[src/rtl/rca_multicycle_nb.sv]
// Multi-cycle ripple-carry adder/subtractor. Adds CHUNK bits per clock, LSB chunk first,
// and keeps the inter-chunk carry in a register. Valid/ready handshake on both sides.
module rca_multicycle_nb #(
  parameter int WIDTH = 16,
  parameter int CHUNK = 4
) (
  input  logic             clk,
  input  logic             rst_n,
  input  logic             in_valid,
  output logic             in_ready,
  input  logic [WIDTH-1:0] A,
  input  logic [WIDTH-1:0] B,
  input  logic             C_in,
  input  logic             Op,
  output logic             out_valid,
  input  logic             out_ready,
  output logic [WIDTH-1:0] S,
  output logic             C_out,
  output logic             Ofl,
  output logic             Zero
);
  localparam int NCH = WIDTH / CHUNK;
  localparam int CW  = (NCH > 1) ? $clog2(NCH) : 1;
  localparam logic [CW-1:0] LAST_CHUNK = CW'(NCH - 1);

  typedef enum logic [1:0] {
    IDLE = 2'd0,
    BUSY = 2'd1,
    DONE = 2'd2
  } state_t;

  state_t state_reg, state_next;

  logic [WIDTH-1:0] a_reg, b_reg, s_reg, s_upd;
  logic [CW-1:0]    cnt_reg;
  logic             carry_reg;
  logic             c_out_reg, ofl_reg, zero_reg;

  logic [CHUNK-1:0] a_cur, b_cur;
  logic [CHUNK:0]   sum_ext;
  logic             msb_cin;
  logic             accept, last_chunk;

  assign accept     = (state_reg == IDLE) && in_valid;
  assign last_chunk = (cnt_reg == LAST_CHUNK);

  // State register
  always_ff @(posedge clk or negedge rst_n) begin
    if (!rst_n) begin
      state_reg <= IDLE;
    end else begin
      state_reg <= state_next;
    end
  end

  // Next-state logic
  always_comb begin
    state_next = state_reg;
    case (state_reg)
      IDLE:    if (in_valid)   state_next = BUSY;
      BUSY:    if (last_chunk) state_next = DONE;
      DONE:    if (out_ready)  state_next = IDLE;
      default: state_next = IDLE;
    endcase
  end

  // Output logic
  always_comb begin
    in_ready  = 1'b0;
    out_valid = 1'b0;
    case (state_reg)
      IDLE:    in_ready  = 1'b1;
      DONE:    out_valid = 1'b1;
      default: begin
        in_ready  = 1'b0;
        out_valid = 1'b0;
      end
    endcase
  end

  // Select the operand chunk addressed by the counter
  always_comb begin
    a_cur = '0;
    b_cur = '0;
    for (int i = 0; i < NCH; i++) begin
      if (cnt_reg == CW'(i)) begin
        a_cur = a_reg[i*CHUNK +: CHUNK];
        b_cur = b_reg[i*CHUNK +: CHUNK];
      end
    end
  end

  assign sum_ext = {1'b0, a_cur} + {1'b0, b_cur} + {{CHUNK{1'b0}}, carry_reg};
  // Carry into the chunk's top bit, recovered from that bit's sum and operands
  assign msb_cin = sum_ext[CHUNK-1] ^ a_cur[CHUNK-1] ^ b_cur[CHUNK-1];

  // S with the current chunk replaced; lets Zero see the completed result on the last edge
  genvar gi;
  generate
    for (gi = 0; gi < NCH; gi++) begin : g_chunk
      assign s_upd[gi*CHUNK +: CHUNK] = (cnt_reg == CW'(gi)) ? sum_ext[CHUNK-1:0]
                                                              : s_reg[gi*CHUNK +: CHUNK];
    end
  endgenerate

  always_ff @(posedge clk or negedge rst_n) begin
    if (!rst_n) begin
      a_reg     <= '0;
      b_reg     <= '0;
      s_reg     <= '0;
      cnt_reg   <= '0;
      carry_reg <= 1'b0;
      c_out_reg <= 1'b0;
      ofl_reg   <= 1'b0;
      zero_reg  <= 1'b0;
    end else if (accept) begin
      a_reg     <= A;
      b_reg     <= Op ? ~B : B;
      carry_reg <= Op ? 1'b1 : C_in;
      cnt_reg   <= '0;
    end else if (state_reg == BUSY) begin
      s_reg     <= s_upd;
      carry_reg <= sum_ext[CHUNK];
      cnt_reg   <= cnt_reg + CW'(1);
      if (last_chunk) begin
        c_out_reg <= sum_ext[CHUNK];
        ofl_reg   <= msb_cin ^ sum_ext[CHUNK];
        zero_reg  <= (s_upd == '0);
      end
    end
  end

  assign S     = s_reg;
  assign C_out = c_out_reg;
  assign Ofl   = ofl_reg;
  assign Zero  = zero_reg;

endmodule

[config.mk]
export PLATFORM = sky130hd
export DESIGN_NAME = rca_multicycle_nb
export DESIGN_NICKNAME = d
export VERILOG_FILES = /design/src/rtl/rca_multicycle_nb.sv
export SDC_FILE = /design/constraint.sdc
export NUM_CORES = 1
export LEC_CHECK = 0
export ABC_AREA = 1
export BUFFER_PORTS_ARGS = -buffer_cell sky130_fd_sc_hd__buf_4
export CORE_ASPECT_RATIO = 0.5
export CORE_MARGIN = 2
export CORE_UTILIZATION = 48
export DETAILED_ROUTE_END_ITERATION = 10
export GPL_TIMING_DRIVEN = 0
export PLACE_DENSITY = 0.75
export SYNTH_ARGS = -nofsm -noshare
export SYNTH_HDL_FRONTEND = slang
export SYNTH_SLANG_ARGS = --single-unit
[constraint.sdc]
create_clock -name clk -period 7.68 [get_ports clk]
set_input_delay 0.384 -clock clk [delete_from_list [all_inputs] [get_ports clk]]
set_output_delay 0.384 -clock clk [all_outputs]
set_load 0.01 [all_outputs]
Yosys cells after proc, flatten, opt, wreduce, memory -nomap -nowiden
Cells that the tools add are included.
{"block": "totals", "regBits": 56, "input_bits": 38, "output_inout_bits": 21, "wordCells": 57}
{"block": "op_classes", "addsub": 3, "eq_ne": 8, "mux": 24, "n_bitwise": 5, "reduce_logical": 8}
{"op": "$mux W4", "count": 12}
{"op": "$logic_not A16 Y1", "count": 1}
{"op": "$mux W16", "count": 1}
{"op": "$not A16 Y16", "count": 1}
{"op": "$mux W2", "count": 5}
{"op": "$eq A2 B2 Y1 const B", "count": 3}
{"op": "$ne A2 B2 Y1 const B", "count": 3}
{"op": "$pmux W2 S3", "count": 1}
{"op": "$reduce_and A3 Y1", "count": 2}
{"op": "$add A4 B4 Y5", "count": 1}
{"op": "$add A5 B1 Y5", "count": 1}
{"op": "$mux W1", "count": 5}
{"op": "$eq A2 B1 Y1 const B", "count": 2}
{"op": "$logic_not A2 Y1", "count": 2}
{"op": "$xor A1 B1 Y1", "count": 3}
{"op": "$add A2 B1 Y2 const B", "count": 1}
{"op": "$reduce_and A2 Y1", "count": 1}
{"op": "$reduce_bool A2 Y1", "count": 1}
{"op": "$logic_and A1 B1 Y1", "count": 1}
{"op": "$not A1 Y1", "count": 1}

Depth between registers and ports, before layout
{"block": "depth", "ltp_word": 10, "ltp_mapped": 22, "depth_no_buf": 21}

Worst setup path before layout
No wires, ideal clock.
{"block": "synth_path", "path_kind": "register -> register", "startpoint": "reg cnt_reg[0]", "endpoint": "reg zero_reg, in the netlist Zero", "arrival_ns": 2.774, "slack_ns": 4.841, "stages_incl_launch_ff": 20, "period_less_slack_ns": 2.839, "cell_sequence": "dfrtp_1 -> ha_1 -> buf_2 -> buf_2 -> o21ai_0 -> nand2_1 -> nand2_1 -> o21ai_0 -> fa_1 -> inv_1 -> fa_1 -> inv_1 -> nand2_1 -> nand2_1 -> nand2_1 -> nor2_1 -> nand3_1 -> nor2_1 -> nand4_1 -> nand2_1"}
{"block": "synth_between", "elab_chain_cells": 9}
{"item": "start, declared", "line": "35", "source": "logic [CW-1:0] cnt_reg;"}
{"item": "start signal, assigned", "line": "124", "source": "cnt_reg <= cnt_reg + CW'(1);"}
{"item": "$logic_not A2 Y1", "line": "86, 101"}
{"item": "$mux W4 (4 in series)", "line": "86", "source": "if (cnt_reg == CW'(i)) begin"}
{"item": "$add A4 B4 Y5", "line": "93", "source": "assign sum_ext = {1'b0, a_cur} + {1'b0, b_cur} + {{CHUNK{1'b0}}, carry_reg};"}
{"item": "$add A5 B1 Y5", "line": "93"}
{"item": "$mux W4", "line": "101", "source": "assign s_upd[gi*CHUNK +: CHUNK] = (cnt_reg == CW'(gi)) ? sum_ext[CHUNK-1:0]"}
{"item": "$logic_not A16 Y1", "line": "128", "source": "zero_reg <= (s_upd == '0);"}
{"item": "end signal, assigned", "line": "128"}
{"item": "end, declared", "line": "37", "source": "logic c_out_reg, ofl_reg, zero_reg;"}
Parallel ways exist; a longest one is shown, timed or not.
A chain may end at the register's enable or synchronous reset.

Worst setup path after layout
{"block": "layout_path", "startpoint": "reg cnt_reg[1]", "endpoint": "reg zero_reg, in the netlist Zero"}
Same word-level chain as after synthesis.

==> out/metrics.yaml <==
run_status:
  outcome: "complete, no violations"
synthesis:
  syn_area_per_cell_um2: 7.67
  yosysTopAreaCellShare_pct: 46.5
  synth-adder-area-share_pct: 4.23
  yosysSeqAreaShare_pct: 46.5
  yosysMostFrequentCell: "nand2_1"
  yosys_warnings: 0
  synth_seq_cells: 56
  synth_nets: 440
  synthMuxAreaShare_pct: 0
  synth-xor-area-share_pct: 4.65
  synth_edf_count: 0
  synth-compound-area-share_pct: 11.3
  synth_area_mm2: 0.00302
  yosys-top-cells-area: "dfrtp_1, nand2_1, o21ai_0, xnor2_1, nand3_1"
  async_flop_share_pct: 100
  synth_top_family_by_area: "simple AND/OR/NAND/NOR gates"
  yosysUniqueCellTypes: 26
  yosys.area_share.simple_pct: 26.8
  yosys-top-cells-count: "nand2_1, dfrtp_1, o21ai_0, inv_1, nand3_1"
  synth_top_flop_cell: "dfrtp_1"
  postSynthCellCount: 393
  synth.largest_area_cell: "dfrtp_1"
worst_setup_path:
  cp_cell_sequence: "inv_1 -> ha_1 -> buf_2 -> buf_2 -> a21oi_1 -> nand2_1 -> o21ai_0 -> nand2_1 -> o21ai_0 -> fa_1 -> inv_1 -> fa_1 -> inv_1 -> nand2_1 -> o21ai_1 -> nand2_1 -> nor2_1 -> nand2_1 -> nor2_1 -> nand4_1 -> nand2_1"
  endpoint_kind: "register"
  setup.worst_path.start_class: "register"
  slowest_stage: "fa_1"
  r2r_start: "cnt_reg[1]"
  criticalPathCategory: "register to register"
  crit_top_cell: "nand2_1"
  r2r_end: "Zero"
  rrSetupSlack_ns: 4.25
  cp_max_fo: 10
  worst-endpoint-arrival_ns: 3.66
  crit_required_ns: 7.92
  r2r_cells: 21
  slowest_delay_ns: 0.42
clock_network:
  clk_pin_slew_ns: 0.07
  cts_tree: "built"
  numCtsBuffers: 5
  post-cts-setup-buffer-count: 0
  clockBufferDepth: 2
  clkLatencyLatePin_ns: 0.29
  root_buffer: "clkbuf_16"
  cts_hold_buf: 0
  cts.sink_count: 56
  post_cts_resized: 0
  h-tree-depth: 2
power_and_ir_drop:
  irDropWorstVdd_mv: 0.232
  p_leak_nw: 1.91
  powerDensity_mw_per_mm2: 515
floorplan:
  dieArea_mm2: 0.00697
  die_height_um: 60.0
  die_w_um: 116
  pin_count: 59
  coreArea_mm2: 0.00608
  rows: 20
  start_util_pct: 49.6
drt:
  dr.pass1.iters: 5
  detail_route.vias_per_cell: 4.93
  vias: 2694
  ant_nets: 0
  drt_drc_violations_left: 0
  drt_iter0_drc: 161
  wl_per_cell_um: 12.8
  wl_um: 6970
run:
  maxCapViolCount: 0
timing:
  max_freq_ghz: 0.292
  final_hold_viol_count: 0
  fin_tns_setup_ns: 0
  skew_ns: 0.00494
  period_minus_slack_ns: 3.43
  slew_violations: 0
  grt_setup_unrepaired: "no"
  worst_pin_slew_ns: 0.680
  min_period_over_period_pct: 44.6
  finalSetupViolations: 0
  slew_headroom_pct: 54.7
global_route:
  gr-usage-all-layers_pct: 21.6
  gr-total-overflow: 0
  antenna_found_initial: 0
  first_global_vias: 2452
  grt_pass1_wl_um: 11500
  grt_max_degree: 57
final_layout:
  finalNonFillerCells: 546
  n_fill_cell: 566
  synthToLayoutAreaGrowth_pct: 22.7
  final_nets: 504
  layout-drive-gt1-share_pct: 19.0
  antenna_cells: 0
placement:
  globalplace.congestion: 0.905
  hpwl_um: 5220
  dp.cells: 538
  portBuffers: 57
hold_path:
  worstHoldPathType: "input port to async pin"
[through the flow]
stage	utilization, %	hold WS (ns)	cell area, µm²	total power [mW]	setup slack, ns
finish	60.9	0.126	3700	1.91	4.25
detailed placement	58.4	0.466	3550	1.67	4.33
floorplan	-	0.0884	3020	1.33	4.84
CTS	60.9	0.162	3700	1.90	4.32
global placement	58.4	0.458	3550	1.63	4.39
global route	60.9	0.193	3700	2.10	3.99
[where the power goes]
| group | internal (mW) | switching (mW) | total (mW) |
|---|---|---|---|
| registers | 0.438 | 0.0877 | 0.525 |
| logic | 0.415 | 0.737 | 1.15 |
| clock network | 0.122 | 0.106 | 0.229 |
| total | 0.975 | 0.931 | 1.91 |
[worst max-delay path by stage]
| stage | endpoint | slack (ns) | from |
|---|---|---|---|
| 2_1_floorplan | Zero | 4.84 | cnt_reg[0] |
| 3_3_place_gp | Zero | 4.39 | cnt_reg[1] |
| 3_5_place_dp | Zero | 4.33 | cnt_reg[0] |
| 4_1_cts | Zero | 4.32 | cnt_reg[1] |
| 5_1_grt | Zero | 3.99 | cnt_reg[1] |
| 6_report | Zero | 4.25 | cnt_reg[1] |
[cell families after synthesis]
kind of cell	Yosys count
DFF	56
xor gates and xnor gates	16
buffers and inverters	45
and+or+nand+nor	202
adders and majority gates	9
AOI/OAI and AO/OA	65
[per-layer routing]
| metal | share of wire [%] | GRT usage [%] | wire (µm) | up-vias |
|---|---|---|---|---|
| met5 | 0 | 0 | 0 | - |
| met4 | 1.8 | 5.78 | 123 | 0 |
| met3 | 4.7 | 3.35 | 326 | 13 |
| met2 | 44 | 33.8 | 3080 | 70 |
| met1 | 49 | 31.7 | 3450 | 1221 |
| li1 | - | - | - | 1390 |
[placed cells by master, fill, tap and decap left out, types with 2 or more instances in the layout]
master and instances:
nand2_1 153, buf_4 59, dfrtp_1 56, o21ai_0 40
inv_1 23, nand3_1 23, nor2_1 19, xnor2_1 16
a21oi_1 11, buf_2 8, o21ai_1 7, ha_1 7
clkbuf_1 5, inv_2 5, clkbuf_16 5, a31oi_1 4
nand2_2 2, nand4_1 2, fa_1 2
[area by class of cell]
type | count | area (µm²) | area share [%]
multi-input cells | 292 | 1420 | 38.3
flip-flops and latches | 56 | 1400 | 37.9
repair buffers | 57 | 428 | 11.6
clock buffers | 5 | 125 | 3.38
well taps | 88 | 110 | 2.97
inverters | 28 | 105 | 2.84
plain buffers | 17 | 92.6 | 2.50
clock inverters | 3 | 22.5 | 0.609
[worst max-delay path, delay by kind of cell (launching register included)]
| family | cells | cell delay (ns) |
|---|---|---|
| AO/OA/AOI/OAI | 4 | 0.42 |
| adder cells (fa/ha/maj) | 3 | 0.96 |
| buffers and inverters | 5 | 0.84 |
| flip-flops | 1 | 0.41 |
| AND/OR/NAND/NOR | 9 | 0.75 |
(Power assumes the default switching activity.)
